**src/rtl/microc_pkg.sv**
```systemverilog
// Shared constants for the microc datapath: ALU op codes and instruction field layout.
package microc_pkg;
  localparam int IW         = 16;
  localparam int OPCODE_W   = 6;
  localparam int OPCODE_LSB = 10;
  localparam int RA_W       = 4;
  localparam int RA1_LSB    = 8;
  localparam int RA2_LSB    = 4;
  localparam int WA3_LSB    = 0;
  localparam int IMM_LSB    = 4;
  localparam int IMM_W      = 8;
  localparam int NREGS      = 16;

  localparam logic [2:0] ALU_PASSA = 3'b000;
  localparam logic [2:0] ALU_NOTA  = 3'b001;
  localparam logic [2:0] ALU_ADD   = 3'b010;
  localparam logic [2:0] ALU_SUB   = 3'b011;
  localparam logic [2:0] ALU_AND   = 3'b100;
  localparam logic [2:0] ALU_OR    = 3'b101;
  localparam logic [2:0] ALU_NEGA  = 3'b110;
  localparam logic [2:0] ALU_NEGB  = 3'b111;
endpackage

```
**src/rtl/microc_stack_pc_stack.sv**
```systemverilog
// Return-address stack: pointer-indexed storage, full/empty decoded from the pointer,
// sticky error on overflow, underflow or simultaneous push/pop (pop wins).
module pc_stack #(
  parameter int PCW         = 10,
  parameter int STACK_DEPTH = 4
) (
  input  logic           clk,
  input  logic           reset,
  input  logic           push,
  input  logic           pop,
  input  logic [PCW-1:0] push_data,
  output logic [PCW-1:0] top,
  output logic           full,
  output logic           empty,
  output logic           err
);
  localparam int PW = $clog2(STACK_DEPTH);

  logic [PW:0]    ptr;
  logic [PW:0]    ptr_m1;
  logic [PCW-1:0] mem [STACK_DEPTH];
  logic           do_push, do_pop;

  assign full    = (ptr == (PW+1)'(STACK_DEPTH));
  assign empty   = (ptr == '0);
  assign ptr_m1  = ptr - (PW+1)'(1);
  assign top     = mem[ptr_m1[PW-1:0]];
  assign do_pop  = pop && !empty;
  assign do_push = push && !pop && !full;

  always_ff @(posedge clk or negedge reset) begin
    if (!reset) begin
      ptr <= '0;
      err <= 1'b0;
    end else begin
      if (do_pop)       ptr <= ptr_m1;
      else if (do_push) ptr <= ptr + (PW+1)'(1);
      if ((push && pop) || (push && full) || (pop && empty)) err <= 1'b1;
    end
  end

  // Storage is not reset; only entries below the pointer are ever read.
  always_ff @(posedge clk) begin
    if (do_push) mem[ptr[PW-1:0]] <= push_data;
  end
endmodule

```
**src/rtl/microc_stack.sv**
```systemverilog
// Single-cycle microcontroller datapath with external program ROM port and CALL/RET stack.
// Define MICROC_CARRY_FLAG_EN to add a registered carry/borrow flag on c.
module microc_stack
  import microc_pkg::*;
#(
  parameter int DW          = 8,
  parameter int PCW         = 10,
  parameter int STACK_DEPTH = 4
) (
  input  logic                clk,
  input  logic                reset,
  output logic [PCW-1:0]      pc,
  input  logic [IW-1:0]       instr,
  output logic [OPCODE_W-1:0] Opcode,
  output logic                z,
  output logic                c,
  input  logic                s_inc,
  input  logic                s_inm,
  input  logic                we3,
  input  logic                wez,
  input  logic [2:0]          Op,
  input  logic                s_call,
  input  logic                s_ret,
  output logic                stk_full,
  output logic                stk_empty,
  output logic                stk_err
);
  logic [RA_W-1:0] ra1, ra2, wa3;
  logic [DW-1:0]   imm, rd1, rd2, wd3, res, sum, diff;
  logic [DW-1:0]   rf [NREGS];
  logic [PCW-1:0]  pc_inc, pc_next, target, stk_top;

  assign Opcode = instr[OPCODE_LSB +: OPCODE_W];
  assign ra1    = instr[RA1_LSB +: RA_W];
  assign ra2    = instr[RA2_LSB +: RA_W];
  assign wa3    = instr[WA3_LSB +: RA_W];
  assign imm    = DW'(instr[IMM_LSB +: IMM_W]);
  assign target = instr[PCW-1:0];

  // Register file: async reads see the pre-edge value on same-address writes.
  assign rd1 = rf[ra1];
  assign rd2 = rf[ra2];
  assign wd3 = s_inm ? imm : res;

  always_ff @(posedge clk) begin
    if (we3) rf[wa3] <= wd3;
  end

`ifdef MICROC_CARRY_FLAG_EN
  logic [DW:0] add_w, sub_w;
  logic        c_next;
  assign add_w  = {1'b0, rd1} + {1'b0, rd2};
  assign sub_w  = {1'b0, rd1} - {1'b0, rd2};
  assign sum    = add_w[DW-1:0];
  assign diff   = sub_w[DW-1:0];
  // sub_w[DW] is set exactly when rd1 < rd2, i.e. the borrow.
  assign c_next = (Op == ALU_ADD) ? add_w[DW] : (Op == ALU_SUB) ? sub_w[DW] : 1'b0;

  always_ff @(posedge clk or negedge reset) begin
    if (!reset)   c <= 1'b0;
    else if (wez) c <= c_next;
  end
`else
  assign sum  = rd1 + rd2;
  assign diff = rd1 - rd2;
  assign c    = 1'b0;
`endif

  always_comb begin
    res = rd1;
    unique case (Op)
      ALU_PASSA: res = rd1;
      ALU_NOTA:  res = ~rd1;
      ALU_ADD:   res = sum;
      ALU_SUB:   res = diff;
      ALU_AND:   res = rd1 & rd2;
      ALU_OR:    res = rd1 | rd2;
      ALU_NEGA:  res = -rd1;
      ALU_NEGB:  res = -rd2;
    endcase
  end

  always_ff @(posedge clk or negedge reset) begin
    if (!reset)   z <= 1'b0;
    else if (wez) z <= (res == '0);
  end

  assign pc_inc = pc + PCW'(1);

  // RET beats CALL; a RET on an empty stack falls through to the next instruction.
  always_comb begin
    pc_next = pc_inc;
    if (s_ret)                 pc_next = stk_empty ? pc_inc : stk_top;
    else if (s_call || !s_inc) pc_next = target;
  end

  always_ff @(posedge clk or negedge reset) begin
    if (!reset) pc <= '0;
    else        pc <= pc_next;
  end

  pc_stack #(.PCW(PCW), .STACK_DEPTH(STACK_DEPTH)) u_stack (
    .clk       (clk),
    .reset     (reset),
    .push      (s_call),
    .pop       (s_ret),
    .push_data (pc_inc),
    .top       (stk_top),
    .full      (stk_full),
    .empty     (stk_empty),
    .err       (stk_err)
  );
endmodule
```
**config.mk**
```make
export PLATFORM = sky130hd
export DESIGN_NAME = microc_stack
export DESIGN_NICKNAME = d
export VERILOG_FILES = /design/src/rtl/microc_pkg.sv /design/src/rtl/microc_stack_pc_stack.sv /design/src/rtl/microc_stack.sv
export SDC_FILE = /design/constraint.sdc
export NUM_CORES = 1
export LEC_CHECK = 0
export ABC_AREA = 1
export BUFFER_PORTS_ARGS = -buffer_cell sky130_fd_sc_hd__buf_4
export CAP_MARGIN = 30
export CORE_ASPECT_RATIO = 1.75
export CORE_MARGIN = 5
export CORE_UTILIZATION = 25
export CTS_CLUSTER_SIZE = 20
export DETAILED_ROUTE_END_ITERATION = 7
export SKIP_CTS_REPAIR_TIMING = 1
export SYNTH_ARGS = -nofsm -noshare
export SYNTH_HDL_FRONTEND = slang
export SYNTH_SLANG_ARGS = --single-unit
```
**constraint.sdc**
```tcl
create_clock -name clk -period 9.57 [get_ports clk]
set_input_delay 0.957 -clock clk [delete_from_list [all_inputs] [get_ports clk]]
set_output_delay 0.957 -clock clk [all_outputs]
set_load 0.005 [all_outputs]
```
==> results.toml <==
[synth]
ys_top_cells_by_count = "nand2_1 (264), nand3_1 (181), edfxtp_1 (168)"
synthesis.nets = 1237
synth.largest_area_cell = "edfxtp_1"
synth_area_leaders = "edfxtp_1 (49%), nand2_1 (9.5%), nand3_1 (8.7%)"
seq_area_frac_synth_pct = 52.12
synth-async-reset-ratio_pct = 8.197
ys_warn_count = 0
syn_area_um2 = 10400
ys_seq_elements = 183
ys_types = 37
synth-edff-count = 168
avgSynthCellArea_um2 = 8.732
syn_inst = 1191
synthFlopType = "edfxtp_1"
synth_top_area_share_pct = 48.51
synth_most_common_cell = "nand2_1"

[detailed_routing]
first_iter_violations = 790
viasPerCell = 4.900
wl_per_cell_um = 17.94
dr.pass1.iters = 6
routed_wl_mm = 31.74
drc = 0
ant_nets = 0
vias = 8668

[timing]
finClkSkew_ns = 0.01460
fmax_mhz = 176.5
finalCritPeriodShare_pct = 59.22
rsz0062_at_grt = "false"
hold_viol_final = 0
worstMarginPinSlew_ns = 1.034
setup_ws_ns = 3.903
setup-tns-final_ns = 0
fin_crit_ns = 5.667
worst_hold_slack_ns = 0.3811
max-slew-margin-rel_pct = 30.79
drv_slew = 0
setup_viol = 0

[global_routing]
grt_remaining_overflow = 0
first_global_vias = 8577
grt_max_degree = 95
grt_usage_pct = 13.88
antenna_found_initial = 0
grt_pass1_wl_mm = 48.08

[run_status]
outcome = "completed"

[pwr]
switching_share_pct = 33.04
p_seq_share_pct = 42.1
clockPowerShare_pct = 31.5
p_leak_nw = 4.652
power_frac_comb_pct = 26.4
power_per_cell_area_nw_per_um2 = 205.7
irDropWorstVdd_v = 0.0001652
p_switching_uw = 802.8
p_int_mw = 1.627

[critical_path]
path_class = "primary input to flop"
r2r-start = "rf[7][0]$_DFFE_PP_"
r2r_cells = 22
cp-end-kind = "flop"
worst-path-max-fanout = 87
reg2reg_to = "rf[0][6]$_DFFE_PP_"
cp.arrival_ns = 5.77
crit_required_ns = 9.67
r2r_setup_slack_ns = 5.12
critPathLaunchType = "primary input"

[layout]
fin_area_um2 = 11810
ff_latch_area_um2 = 5420
drive_gt1_share_pct = 9.885
areaGrowthSynthToFinish_pct = 13.55
multi_input_area_um2 = 4054
post-route-util_pct = 28.46
nets = 1247
n_fill_cell = 4359
antenna_cells = 0

[clocking]
cts_tree = "done"
clock_path_buffers = 2
cts_buffers = 17
clkTransAtPathRegs_ns = 0.08
cts.sinks = 183
cts-root-buf = "clkbuf_16"
clock_latency_ns = 0.44
ctsHtreeMaxLevel = 4

[place]
dp_worst_setup_slack_ns = 3.505
place_area_um2 = 11150
hpwl_mm = 22.74
port_buffers = 38
place_congestion = 0.9630

[die]
dieArea_um2 = 45940
start_util_pct = 25.06
row_count = 99
die_y_um = 279.8
ios = 48
die_w_um = 164.2
core_area_um2 = 41500

[flow_run]
drv_cap = 0

[hold_path]
min_path_type = "primary input to asynchronous set/reset pin"
## how the worst max path moves through the flow
stage | startpoint | end | slack, ns
after floorplan | instr[4] | rf[0][6]$_DFFE_PP_ | 4.75
after global placement | instr[4] | rf[1][6]$_DFFE_PP_ | 3.65
after detailed placement | instr[4] | rf[2][6]$_DFFE_PP_ | 3.50
after CTS | instr[4] | rf[0][6]$_DFFE_PP_ | 3.96
after global routing | instr[4] | rf[0][6]$_DFFE_PP_ | 3.36
final | instr[4] | rf[0][6]$_DFFE_PP_ | 3.90
## registers in the layout, indices dropped and copies added, names as in the netlist
register     flops
pc              10
u_stack.ptr      3
u_stack.mem     40
u_stack.err      1
z                1
rf             128
## metal layers
| metal | vias up | GRT usage, % | share of wire [%] |
|---|---|---|---|
| li1 | 4107 | - | - |
| met1 | 4077 | 14.15 | 36 |
| met2 | 366 | 23.88 | 50 |
| met3 | 118 | 2.046 | 4.9 |
| met4 | 0 | 12.96 | 9.5 |
| met5 | - | 0 | 0 |
## placed cells by master (no fill, tap or decap), drive strengths merged, types with 17 or more instances in the layout
cell type,n
nand3,181
nor2,83
edfxtp,168
ha,18
inv,150
nand2,268
o211ai,71
a21oi,40
clkbuf,17
buf,56
o21ai,69
## metrics by stage
stage               power, mW  std cells
CTS                     2.446       1769
global route            2.561       1769
finish                  2.430       1769
floorplan               1.453       1191
global placement        1.661       1729
detailed placement      1.679       1737
## power by group through the flow
stage               clock (mW)  combinational [mW]  sequential [mW]
floorplan                    0               0.417             1.04
global placement             0               0.622             1.04
detailed placement           0               0.639             1.04
CTS                      0.780               0.643             1.02
global route             0.808               0.722             1.03
finish                   0.765               0.642             1.02
## cell families after synthesis
kind of cell / count (synthesis) / share of synthesized area [%]
flops: 183 / 52.12
xor+xnor: 10 / 0.8422
buf+inv: 212 / 9.192
fa+ha+maj: 19 / 2.358
compound gates: 202 / 11.98
simple gates: 564 / 23.47
other cells: 1 / 0.03606
## worst max-delay path: stages
cell and delay, ns:
buf_4 0.26, buf_4 0.71, a21oi_1 0.15, o21ai_0 0.11
nand3_1 0.12, nand3_1 0.13, nand2_1 0.15, inv_2 0.16
ha_1 0.26, or2_2 0.29, o21ai_0 0.11, inv_1 0.09
fa_1 0.43, o21ai_0 0.30, nand2_1 0.09, nand2_1 0.08
a21oi_1 0.07, xor2_1 0.16, nor2_1 0.11, nor2_1 0.06
nand3_1 0.08, nand2_1 0.07, o21ai_1 0.77
## final cells by class
type	count	share of cell area (%)
timing repair buffer	56	3.624
tap	555	5.880
inverter	147	4.673
sequential	183	45.90
multi-input combinational	796	34.33
clock inverter	15	1.992
clock buffer	17	3.602
(Power assumes the default switching activity.)
